**src/rtl/uart_tx_arbiter.sv**
```systemverilog
// uart_tx_arbiter: shares one uart_tx among N_REQ byte producers.
// Round-robin when UART_ARB_RR_EN is defined, fixed priority otherwise.
`ifndef BYTE_SIZE
`define BYTE_SIZE 8
`endif

module uart_tx_arbiter #(
  parameter int N_REQ   = 4,
  parameter int DATA_W  = `BYTE_SIZE,
  parameter int BUSY_TO = 15
) (
  input  logic                      clk,
  input  logic                      rst_n,
  input  logic [N_REQ-1:0]          req_valid,
  input  logic [N_REQ*DATA_W-1:0]   req_data,
  output logic [N_REQ-1:0]          req_ready,
  output logic                      tx_start,
  output logic [DATA_W-1:0]         tx_data,
  input  logic                      tx_busy,
  output logic [$clog2(N_REQ)-1:0]  grant_id,
  output logic                      busy,
  output logic                      to_err
);

  localparam int PW = $clog2(N_REQ);
  localparam int CW = $clog2(BUSY_TO + 1);

  localparam logic [1:0] IDLE      = 2'd0;
  localparam logic [1:0] START     = 2'd1;
  localparam logic [1:0] WAIT_BUSY = 2'd2;
  localparam logic [1:0] WAIT_DONE = 2'd3;

  logic [1:0]    state;
  logic [CW-1:0] cnt;
  logic [PW-1:0] rr_ptr;
  logic [PW-1:0] win;
  logic [PW-1:0] idx;
  logic          found;
  logic          accept;

  // first valid requester at or above rr_ptr, wrapping
  always_comb begin
    win   = '0;
    idx   = '0;
    found = 1'b0;
    for (int k = 0; k < N_REQ; k++) begin
      idx = PW'((int'(rr_ptr) + k) % N_REQ);
      if (!found && req_valid[idx]) begin
        found = 1'b1;
        win   = idx;
      end
    end
  end

  assign accept = rst_n && (state == IDLE) && found;

  always_comb begin
    req_ready = '0;
    if (accept) req_ready[win] = 1'b1;
  end

  assign tx_start = (state == START);
  assign busy     = (state != IDLE);

`ifdef UART_ARB_RR_EN
  logic [PW-1:0] nxt_ptr;

  assign nxt_ptr = (win == PW'(N_REQ - 1)) ? '0 : win + 1'b1;

  always_ff @(posedge clk or negedge rst_n) begin
    if (!rst_n) begin
      rr_ptr <= '0;
    end else if (accept) begin
      rr_ptr <= nxt_ptr;
    end
  end
`else
  assign rr_ptr = '0;
`endif

  always_ff @(posedge clk or negedge rst_n) begin
    if (!rst_n) begin
      state    <= IDLE;
      cnt      <= '0;
      tx_data  <= '0;
      grant_id <= '0;
      to_err   <= 1'b0;
    end else begin
      to_err <= 1'b0;
      case (state)
        IDLE: begin
          if (found) begin
            tx_data  <= req_data[win*DATA_W +: DATA_W];
            grant_id <= win;
            state    <= START;
          end
        end
        START: begin
          cnt   <= '0;
          state <= WAIT_BUSY;
        end
        WAIT_BUSY: begin
          if (tx_busy) begin
            state <= WAIT_DONE;
          end else begin
            if (cnt != CW'(BUSY_TO)) cnt <= cnt + 1'b1;
            if (cnt == CW'(BUSY_TO - 1)) begin
              to_err <= 1'b1;
              state  <= IDLE;
            end
          end
        end
        WAIT_DONE: begin
          if (!tx_busy) state <= IDLE;
        end
        default: state <= IDLE;
      endcase
    end
  end

endmodule

```
**config.mk**
```make
export PLATFORM = sky130hd
export DESIGN_NAME = uart_tx_arbiter
export DESIGN_NICKNAME = d
export VERILOG_FILES = /design/src/rtl/uart_tx_arbiter.sv
export SDC_FILE = /design/constraint.sdc
export NUM_CORES = 1
export LEC_CHECK = 0
export ABC_CLOCK_PERIOD_IN_PS = 1500
export BUFFER_PORTS_ARGS = -buffer_cell sky130_fd_sc_hd__buf_2
export CAP_MARGIN = 20
export CORE_MARGIN = 5
export CORE_UTILIZATION = 44
export CTS_BUF_LIST = sky130_fd_sc_hd__clkbuf_8
export DETAILED_ROUTE_END_ITERATION = 16
export PLACE_DENSITY = 0.79
export RECOVER_POWER = 100
export SLEW_MARGIN = 20
export SYNTH_ARGS = -nofsm -noshare
export SYNTH_HDL_FRONTEND = slang
export SYNTH_SLANG_ARGS = --single-unit
export TNS_END_PERCENT = 100
```
**constraint.sdc**
```tcl
create_clock -name clk -period 1.5 [get_ports clk]
set_input_delay 0.3 -clock clk [delete_from_list [all_inputs] [get_ports clk]]
set_output_delay 0.3 -clock clk [all_outputs]
set_load 0.1 [all_outputs]
```
# After elaboration in Yosys (flattened, before gate mapping)
# Cells that the tools add are included.
dict set report word_totals {
  ff_bits 17
}
dict set report op_classes {
  add_sub_neg 1
  order_cmp 2
  n_eq_ne 10
  n_shift 1
  muxes 21
  reduce_logical 15
}
# operator count
set ops {}
lappend ops {{32-bit by 6-bit indexed part select with 8-bit output} 1}
lappend ops {{2-bit two-way mux} 6}
lappend ops {{4-bit two-way mux} 3}
lappend ops {{1-bit two-way mux} 9}
lappend ops {{2-bit inequality test, second input constant} 4}
lappend ops {{2-bit case mux with 4 select lines} 1}
lappend ops {{4-bit case mux with 2 select lines} 1}
lappend ops {{1-bit logical AND} 6}
lappend ops {{3-bit AND reduction} 2}
lappend ops {{4-bit by 1-bit adder with 4-bit output, second input constant} 1}
lappend ops {{2-bit == test, second input constant} 2}
lappend ops {{4-bit == test, second input constant} 1}
lappend ops {{4-bit inequality test, second input constant} 1}
lappend ops {{2-bit nonzero test} 2}
lappend ops {{1-bit logical NOT} 3}
lappend ops {{2-bit by 3-bit less-than comparator with 1-bit output, second input constant} 1}
lappend ops {{3-bit inequality test, second input constant} 1}
lappend ops {{1-bit demux with 2-bit select} 1}
lappend ops {{2-bit by 1-bit == test with 1-bit output, second input constant} 1}
lappend ops {{2-bit by 1-bit greater-or-equal comparator with 1-bit output, second input constant} 1}
lappend ops {{2-bit logical NOT} 1}
lappend ops {{2-bit AND reduction} 1}

# Longest topological paths before layout
dict set report depth {
  word_depth 15
  depth_mapped 7
  depth_no_buf 6
}

# Least setup slack after synthesis
# Ideal clock, no wire load.
dict set report synth_timing {
  path_type {register to output}
  from {reg state[0]}
  to {out req_ready[3]}
  t_arrival_ns 4.019
  slack_ns -2.819
  path_stages_with_launch 5
  path_buffers 0
  cell_sequence {dfrtp_1 -> inv_1 -> ha_1 -> nand2_1 -> nor4b_1}
}
dict set report synth_via {
  elab_chain_len 4
}
# element line
set synth_rtl {}
lappend synth_rtl {{start: declaration} 33} ;# logic [1:0] state;
lappend synth_rtl {{start signal: assignment} 83} ;# state <= IDLE;
lappend synth_rtl {{start signal: assignment} 95} ;# state <= START;
lappend synth_rtl {{start signal: assignment} 100} ;# state <= WAIT_BUSY;
lappend synth_rtl {{2-bit logical NOT} 55} ;# assign accept = rst_n && (state == IDLE) && found;
lappend synth_rtl {{1-bit logical AND (2 in series)} 55}
lappend synth_rtl {{4-bit two-way mux} 59} ;# if (accept) req_ready[win] = 1'b1;
lappend synth_rtl {{end: declaration} 16} ;# output logic [N_REQ-1:0] req_ready,
# Every way passes these cells.

# Final worst setup path
dict set report layout_timing {
  from {reg state[1]}
  to {out req_ready[3]}
}
# Same word-level chain as after synthesis.

==> results.toml <==
[synthesis]
syn_area_mm2 = 0.001240
yosysWarnings = 0
synth_sequential_area_ratio = 0.3431
synthDistinctLibCells = 36
synth_fp_nets = 176
avgSynthCellArea_um2 = 9.538
synth_cells = 130
synth-seq-cells = 17

[hold_path]
hold_path.class = "primary input to asynchronous set/reset pin"

[clock_network]
htreeDepth = 1
clock_latency_ps = 250
cts_root_buffer = "clkbuf_8"
clkTransAtPathRegs_ps = 70
cts_tree = "yes"
cts_sinks = 17
cts_buffers = 3
clk_path_buf_depth = 2

[routing]
wirelength_um = 3597
post_drt_wl_per_cell_um = 15.85
first_iter_violations = 43
ant_nets = 0
firstDrtPassIters = 4
vias = 1251
viasPerCell = 5.511
drc_errors = 0

[critical_path]
required_ps = 1200
cp-end-kind = "primary output"
worst_ep_arrival_time_ps = 1500
path_max_fanout = 3
cp-start-kind = "flip-flop"
critPathKind = "flip-flop to primary output"

[global_routing]
first_global_vias = 1267
use_met3 = 0.05506
grt_pass1_wl_um = 5878
grt_max_degree = 17
grt_usage = 0.1822
grt-busiest-layer = "met2"
overflow = 0
grtUsageMet2 = 0.3167
grt_util_met1 = 0.2071
antenna_found_initial = 0

[sta]
rsz0062_at_grt = "yes"
period_needed_ps = 1799
fin_worst_skew_ps = 8.787
finalWorstSetupSlack_ps = -299.3
slew_headroom = 0.6357
finalCritPeriodShare = 1.200
slew_violations = 0
setup_viol = 5
hold_violations = 0
worstMarginPinSlew_ps = 545.4
clock.fmax_ghz = 0.5558

[run]
cap_violations = 0

[power_and_ir_drop]
power_mw = 4.029
power.density_mw_per_mm2 = 2170
p_leak_nw = 0.8610
ir_drop_v = 0.001658

[placed_design]
dp_hpwl_um = 2954
finalWeightedCongestion = 0.8414
io_buffers = 55
place_ws_ps = -51.62

[floorplan]
core_area_mm2 = 0.002734
num_io_pins = 56
initial_core_util = 0.4535
fp-row-count = 19
die_w_um = 63.09
dieArea_mm2 = 0.003980
fp.dieH_um = 63.09

[finish]
nets = 243
drive_gt1_frac = 0.5153
area_growth_pct = 49.75
num_antenna_cells = 0

[run_status]
status = "complete, but fails checks"
violations = "setup timing"
-- state kept, by name, indices dropped and copies added (netlist names) --
name	count
to_err	1
tx_data	8
cnt	4
state	2
grant_id	2
-- where the power goes --
part	internal [mW]	switching [mW]	leakage, nW	total [mW]
Clock	0.184	0.148	0.0255	0.332
Sequential	0.652	0.112	0.214	0.764
Combinational	0.851	2.08	0.621	2.93
Total	1.69	2.34	0.861	4.03
-- critical path: stages (launching register included) --
cell and delay [ps]:
dfrtp_1 400, inv_2 90, ha_4 150, nand2_4 70, nor4b_4 320, buf_12 210
-- Yosys cell counts --
master,number,area share
clkbuf_4,1,0.0061
buf_2,3,0.012
a21oi_1,4,0.016
o22a_1,9,0.064
o31ai_1,1,0.0061
a21o_1,1,0.0061
a31oi_2,1,0.010
nor2b_2,1,0.0071
a31oi_1,4,0.020
o221a_1,1,0.0091
inv_2,2,0.0061
nor4b_2,1,0.012
nor4b_1,1,0.0071
o21ai_0,1,0.0040
nor2_2,1,0.0050
a22oi_1,8,0.048
or2_1,1,0.0050
nand3_1,3,0.012
nand2_1,16,0.048
o21ai_2,2,0.014
a31o_1,1,0.0071
and3_1,1,0.0050
nor2_1,4,0.012
buf_4,1,0.0061
and2_1,1,0.0050
dfrtp_1,17,0.34
inv_1,5,0.015
a221oi_2,8,0.097
buf_6,2,0.018
ha_1,7,0.071
a22o_1,1,0.0071
nor3_1,1,0.0040
nor2b_1,9,0.045
nor3b_1,1,0.0061
a41oi_1,1,0.0071
o21ai_1,8,0.032
-- final cells by class --
cell class,instances,area (um2)
Clock buffer,3,41.29
Clock inverter,1,5.005
Fill cell,218,877.1
Inverter,7,26.28
Multi-Input combinational cell,99,847.1
Sequential cell,17,425.4
Tap cell,31,38.79
Timing Repair Buffer,69,473.0
-- path summary, 6_finish.rpt --
check / startpoint / to / slack [ps] / cells after the start
min in group clk: tx_busy / to_err / 290 / 2
setup / recovery: state[1] / req_ready[3] / -300 / 5
hold reg to reg: tx_data[4] / tx_data[4] / 490 / 2
max in group asynchronous: rst_n / grant_id[1] / 700 / 3
setup reg to reg: state[1] / tx_data[0] / 80 / 7
hold / removal: rst_n / tx_data[5] / 20 / 2
-- timing repair --
action / CTS / global route
pin swaps: 3 / 2
buffers inserted: 2 / 3
hold buffers: 1 / 0
endpoints found under the hold margin: 5 / 0
setup endpoints to repair: 10 / 12
gates resized for setup: 8 / 4
-- cell usage in the layout, fill, tap and decap left out, types with 6 or more instances in the layout --
master / count
o21ai_1: 7
buf_12: 6
buf_2: 49
nor2b_1: 9
o22a_1: 9
buf_4: 13
nand2_1: 15
a221oi_2: 8
a22oi_1: 8
dfrtp_1: 17
-- through the flow --
stage	instances	util	instance area [um2]	setup TNS [ps]	hold WS, ps
finish	227	0.6792	1857	-1084	22.38
global route	227	0.6792	1857	-1466	31.28
CTS	228	0.6751	1846	-1078	17.62
detailed placement	222	0.6384	1745	-104.9	264.1
global placement	222	0.6384	1745	0	266.6
floorplan	130	-	1296	-2956	4.409
-- logic make-up after synthesis --
| group | synth area share |
|---|---|
| AOI/OAI and AO/OA | 0.3481 |
| and+or+nand+nor | 0.1746 |
| DFF | 0.3431 |
| buffers and inverters | 0.06358 |
| adders and majority gates | 0.07063 |
-- layer usage --
layer / share of wire / routed length [um]
met3: 0.086 / 308
met4: 0.014 / 49
met5: 0 / 0
met1: 0.39 / 1412
met2: 0.51 / 1826
Power figures use the tool's default switching activity.
